**src/rtl/multicycle_ctrl.sv**
```systemverilog
// Multi-cycle RISC-V sequencer: FETCH/DECODE/EXEC/MEM/WB, one datapath phase per clock.
// Latency R=4, load=5, store=4, branch=3, illegal=2 cycles; FETCH and MEM stall while mem_ready is low.
module multicycle_ctrl #(
  parameter int OPCODE_WIDTH = 7,
  parameter int ALU_OP_WIDTH = 2
) (
  input  logic                    clk,
  input  logic                    rst_n,
  input  logic [OPCODE_WIDTH-1:0] opcode,
  input  logic                    zero,
  input  logic                    mem_ready,
  output logic                    mem_read,
  output logic                    mem_write,
  output logic                    iord,
  output logic                    ir_write,
  output logic                    pc_write,
  output logic                    pc_src,
  output logic [1:0]              alu_src_a,
  output logic [1:0]              alu_src_b,
  output logic [ALU_OP_WIDTH-1:0] alu_op,
  output logic                    reg_write,
  output logic                    memtoreg,
  output logic                    retire,
  output logic                    illegal,
  output logic [2:0]              state
);

  localparam logic [OPCODE_WIDTH-1:0] R_OPCODE = OPCODE_WIDTH'(7'b0110011);
  localparam logic [OPCODE_WIDTH-1:0] L_OPCODE = OPCODE_WIDTH'(7'b0000011);
  localparam logic [OPCODE_WIDTH-1:0] S_OPCODE = OPCODE_WIDTH'(7'b0100011);
  localparam logic [OPCODE_WIDTH-1:0] B_OPCODE = OPCODE_WIDTH'(7'b1100011);

  localparam logic [ALU_OP_WIDTH-1:0] ALU_ADD   = ALU_OP_WIDTH'(2'b00);
  localparam logic [ALU_OP_WIDTH-1:0] ALU_SUB   = ALU_OP_WIDTH'(2'b01);
  localparam logic [ALU_OP_WIDTH-1:0] ALU_FUNCT = ALU_OP_WIDTH'(2'b10);

  typedef enum logic [2:0] {
    IDLE   = 3'd0,
    FETCH  = 3'd1,
    DECODE = 3'd2,
    EXEC   = 3'd3,
    MEM    = 3'd4,
    WB     = 3'd5,
    WB_MEM = 3'd6
  } state_t;

  state_t                  state_q;
  state_t                  state_nxt;
  logic [OPCODE_WIDTH-1:0] op_q;

  assign state = state_q;

  always_comb begin
    state_nxt = state_q;
    mem_read  = 1'b0;
    mem_write = 1'b0;
    iord      = 1'b0;
    ir_write  = 1'b0;
    pc_write  = 1'b0;
    pc_src    = 1'b0;
    alu_src_a = 2'b00;
    alu_src_b = 2'b00;
    alu_op    = ALU_ADD;
    reg_write = 1'b0;
    memtoreg  = 1'b0;
    retire    = 1'b0;
    illegal   = 1'b0;
    case (state_q)
      IDLE: state_nxt = FETCH;
      FETCH: begin
        mem_read  = 1'b1;
        alu_src_b = 2'b01;
        if (mem_ready) begin
          ir_write  = 1'b1;
          pc_write  = 1'b1;
          state_nxt = DECODE;
        end
      end
      DECODE: begin
        // Branch target is computed here so EXEC only has to compare.
        alu_src_a = 2'b10;
        alu_src_b = 2'b10;
        if (opcode == R_OPCODE || opcode == L_OPCODE ||
            opcode == S_OPCODE || opcode == B_OPCODE) begin
          state_nxt = EXEC;
        end else begin
          illegal   = 1'b1;
          state_nxt = FETCH;
        end
      end
      EXEC: begin
        alu_src_a = 2'b01;
        case (op_q)
          R_OPCODE: begin
            alu_op    = ALU_FUNCT;
            state_nxt = WB;
          end
          L_OPCODE, S_OPCODE: begin
            alu_src_b = 2'b10;
            state_nxt = MEM;
          end
          B_OPCODE: begin
            alu_op    = ALU_SUB;
            pc_src    = 1'b1;
            pc_write  = zero;
            retire    = 1'b1;
            state_nxt = FETCH;
          end
          default: state_nxt = FETCH;
        endcase
      end
      MEM: begin
        iord = 1'b1;
        if (op_q == L_OPCODE) begin
          mem_read = 1'b1;
          if (mem_ready) state_nxt = WB_MEM;
        end else begin
          mem_write = 1'b1;
          if (mem_ready) begin
            retire    = 1'b1;
            state_nxt = FETCH;
          end
        end
      end
      WB: begin
        reg_write = 1'b1;
        retire    = 1'b1;
        state_nxt = FETCH;
      end
      WB_MEM: begin
        reg_write = 1'b1;
        memtoreg  = 1'b1;
        retire    = 1'b1;
        state_nxt = FETCH;
      end
      default: state_nxt = IDLE;
    endcase
  end

  // Opcode is captured in DECODE so later phases ignore IR changes.
  always_ff @(posedge clk or negedge rst_n) begin
    if (!rst_n) begin
      state_q <= IDLE;
      op_q    <= '0;
    end else begin
      state_q <= state_nxt;
      if (state_q == DECODE) op_q <= opcode;
    end
  end

endmodule
```
**config.mk**
```make
export PLATFORM = sky130hd
export DESIGN_NAME = multicycle_ctrl
export DESIGN_NICKNAME = d
export VERILOG_FILES = /design/src/rtl/multicycle_ctrl.sv
export SDC_FILE = /design/constraint.sdc
export NUM_CORES = 1
export LEC_CHECK = 0
export CAP_MARGIN = 20
export CORE_UTILIZATION = 42
export CTS_CLUSTER_DIAMETER = 40
export DETAILED_ROUTE_END_ITERATION = 12
export GPL_TIMING_DRIVEN = 0
export PLACE_DENSITY = 0.86
export SLEW_MARGIN = 20
export SYNTH_ARGS = -nofsm -noshare
export SYNTH_HDL_FRONTEND = slang
export SYNTH_SLANG_ARGS = --single-unit
export TNS_END_PERCENT = 50
```
**constraint.sdc**
```tcl
create_clock -name clk -period 3.5 [get_ports clk]
set_clock_uncertainty 0.15 [all_clocks]
set_input_delay 1.05 -clock clk [delete_from_list [all_inputs] [get_ports clk]]
set_output_delay 1.05 -clock clk [all_outputs]
set_load 0.01 [all_outputs]
```
==> summary.md, run 1 <==
| Metric | Value |
|---|---|
| Class of the tightest hold or removal check | `reg -> reg` |
| Worst endpoint required time | `between 2 and 2.5 ns` |
| Internal power | `between 300 and 400 µW` |
| Syn Area/Cell | `10.4 µm²` |
| Clk pin slew, worst setup/hold paths | `0.06 ns` |
| Synth cell types | `38` |
| CTS Buffer Depth | `2` |
| Dpl hpwl | `between 1000 and 1500 µm` |
| Row cnt | `13` |
| Vias per std cell | `5.68` |
| Vias post-DR | `slightly above 600` |
| Post-synthesis compound-gate area fraction | `0.161` |
| Worst Setup Path Type | `in -> out` |
| Nets | `between 100 and 150` |
| Hold-fix buffers, CTS | `0` |
| H-tree depth | `1` |
| Clock power share | `0.148` |
| DR pass1 iterations | `4` |
| Number of antenna diodes | `0` |
| Worst reg-to-reg path cell count | `3` |
| Clk root buf | `clkbuf_4` |
| Max cap viols | `0` |
| Fmax | `slightly below 300 MHz` |
| Gate power share | `0.444` |
| Rel. slew slack | `0.690` |
| Post-synth EDFFs | `0` |
| CTS tree | `yes` |
| Antenna-violating nets left | `0` |
| Post-Synth XOR/XNOR Area | `0.0135` |
| Overall power | `509 µW` |
| Initial antenna violation count | `0` |
| Fin area | `slightly above 1000 µm²` |
| CORE AREA | `~1400 µm²` |
| Initial cell density of the core | `0.473` |
| Total CTS buffers | `3` |
| Sw power | `approximately 170 µW` |
| Number of global-route vias before repair | `512` |
| Net Sw Frac | `0.342` |
| CTS sink cnt | `10` |
| Post-Syn Area | `647 µm²` |
| Reg2Reg Setup Slack | `about 1.8 ns` |
| Post-synth ARST share | `1.00` |
| Detailed Route WL | `between 1500 and 2000 µm` |
| Seq pwr share | `0.409` |
| Synth Register Bits | `10` |
| Run status | `completed` |
| Later-pin clock latency in the skew report | `0.26 ns` |
| Top FF cell, synth | `dfrtp_1` |
| Peak supply drop | `approximately 0.00037 V` |
| Yosys Warn Count | `0` |
| Fin. Hold Viols | `0` |
| Crit. End Element | `primary output` |
| Most frequent cells in the layout | `clkdlybuf4s50_1, dfrtp_1, mux2_2` |
| Initial DRC Count | `4` |
| DP Area | `956 µm²` |
| Reg-to-reg startpoint | `state[2]` |
| RR Endpoint | `op_q[0]` |
| Hold_sp | `op_q[2]` |
| Post-synthesis cell count | `62` |
| Tmin final | `between 3 and 4 ns` |
| Slew @ Worst Pin | `0.463 ns` |
| Register Area | `about 250 µm²` |
| Final slew viol count | `0` |
| Simple-Gate Fraction of Synth Area | `0.257` |
| Largest family of logic cells by synthesized area | `simple AND/OR/NAND/NOR gates` |
| Mux cell area share after synthesis | `0.122` |
| Post-DR wirelength/cell | `14.2 µm` |
| Critical path arrival | `~2.2 ns` |
| Critical Path Start Type | `primary input` |
| Min-Delay Endpoint | `op_q[2]` |
| First-pass GRT wire length | `between 2000 and 2500 µm` |
| I/O Pins | `30` |
| GRT Resource Usage Total | `0.224` |
| Setup bufs post-CTS | `0` |
| Tcrit/Tclk final | `0.971` |
| Die W | `~41 µm` |
| Chip height | `about 41 µm` |
| Syn Nets | `73` |
| Worst-path maximum fanout | `2` |
| Area delta synth->final | `56.5%` |
| Critical Path Source | `opcode[5]` |
| Port bufs | `29` |
| DRC violations left | `0` |
| GP Congestion | `0.712` |
| Hold depth | `1` |
| GR Overflow Total | `0` |
| Die area | `1700 µm²` |
| Final setup viols | `0` |
| Ratio of cells with drive above 1 in the final layout | `0.245` |
| Multi-input logic area | `around 400 µm²` |
| Post-synthesis adder-cell area fraction | `0` |
| Pwr dens | `503 nW/µm²` |
| Largest net degree at the start of global routing | `11` |
| Fill cell count | `approximately 120` |
| Sequential area share after synthesis | `0.387` |
| Most common cell after layout, fill and taps aside | `clkdlybuf4s50_1` |
| Unrepaired setup endpoints after global routing | `no` |
| P_leak | `0.412 nW` |
## per-stage QoR
step	setup WS (ns)	hold WS [ns]	instances	util	setup TNS, ns
detailed placement	-0.387	0.350	106	0.700	-0.824
global placement	-0.362	0.338	106	0.700	-0.761
global route	0.0196	0.399	109	0.741	0
CTS	0.00137	0.364	109	0.730	0
finish	0.102	0.375	109	0.741	0
floorplan	0.659	0.323	62	-	0
## kinds of logic (layout without fill, tap and decap cells)
logic type,Yosys count,count (layout)
simple gates,22,22
compound gates,14,14
flops,10,10
buf+inv,8,40
mux,7,7
xor+xnor,1,1
## routing by layer
metal / vias up / routed length, µm / global-route usage
li1: 297 / - / -
met1: 289 / 667 / 0.276
met2: 31 / 747 / 0.348
met3: 2 / 126 / 0.0652
met4: 0 / 8 / 0.121
met5: - / 0 / 0
## power by group through the flow
stage          clock network, mW  logic (mW)  registers, mW
3_5_place_dp                   0       0.215          0.204
2_1_floorplan                  0       0.131          0.194
3_3_place_gp                   0       0.210          0.200
6_report                  0.0751       0.226          0.208
5_1_grt                   0.0860       0.248          0.215
4_1_cts                   0.0800       0.217          0.203
## area by class of cell
class	instances	area share
Sequential cell	10	0.247
Tap cell	15	0.0185
Multi-Input combinational cell	44	0.388
Inverter	5	0.0185
Clock buffer	3	0.0222
Timing Repair Buffer	29	0.286
Buffer	3	0.0198
## how the worst max path moves through the flow
stage / endpoint / slack, ns / cells after the start
finish: illegal / 0.10 / 5
global route: alu_src_b[1] / 0.02 / 4
CTS: illegal / 0.001 / 5
detailed placement: illegal / -0.39 / 5
global placement: illegal / -0.36 / 5
floorplan: illegal / 0.66 / 3
## critical path, cell delays in order
cell	delay, ns
clkdlybuf4s50_1	0.48
a21boi_1	0.20
o21ai_1	0.09
and2_1	0.16
clkdlybuf4s15_2	0.22
## flip-flops by register name (all words and copies together), names as in the netlist
signal / cells
op_q: 7
state: 3
## synth_stat cells (all sizes together), types with 2 or more instances
cell type  count  share of area
or3            2          0.027
inv            5          0.029
buf            3          0.031
a21oi          2          0.015
nor3b          2          0.023
o21ai          2          0.015
mux2           7           0.12
nor2           3          0.021
and2           2          0.021
dfrtp         10           0.39
## repair_timing
item / CTS / global route
endpoints found under the setup margin: 6 / 4
pin swaps: 1 / 2
resized for setup: 10 / 7
cloned: 0 / 0
(Power assumes the default switching activity.)
==> run 2, diff against run 1 <==
--- a/config.mk
+++ b/config.mk
@@ -8,6 +8,7 @@
 export CAP_MARGIN = 20
 export CORE_UTILIZATION = 42
 export CTS_CLUSTER_DIAMETER = 40
+export CTS_CLUSTER_SIZE = 28
 export DETAILED_ROUTE_END_ITERATION = 12
 export GPL_TIMING_DRIVEN = 0
 export PLACE_DENSITY = 0.86
==> results of run 2 <==
Same layout as run 1: the final DEF is identical, and so are final timing and power.
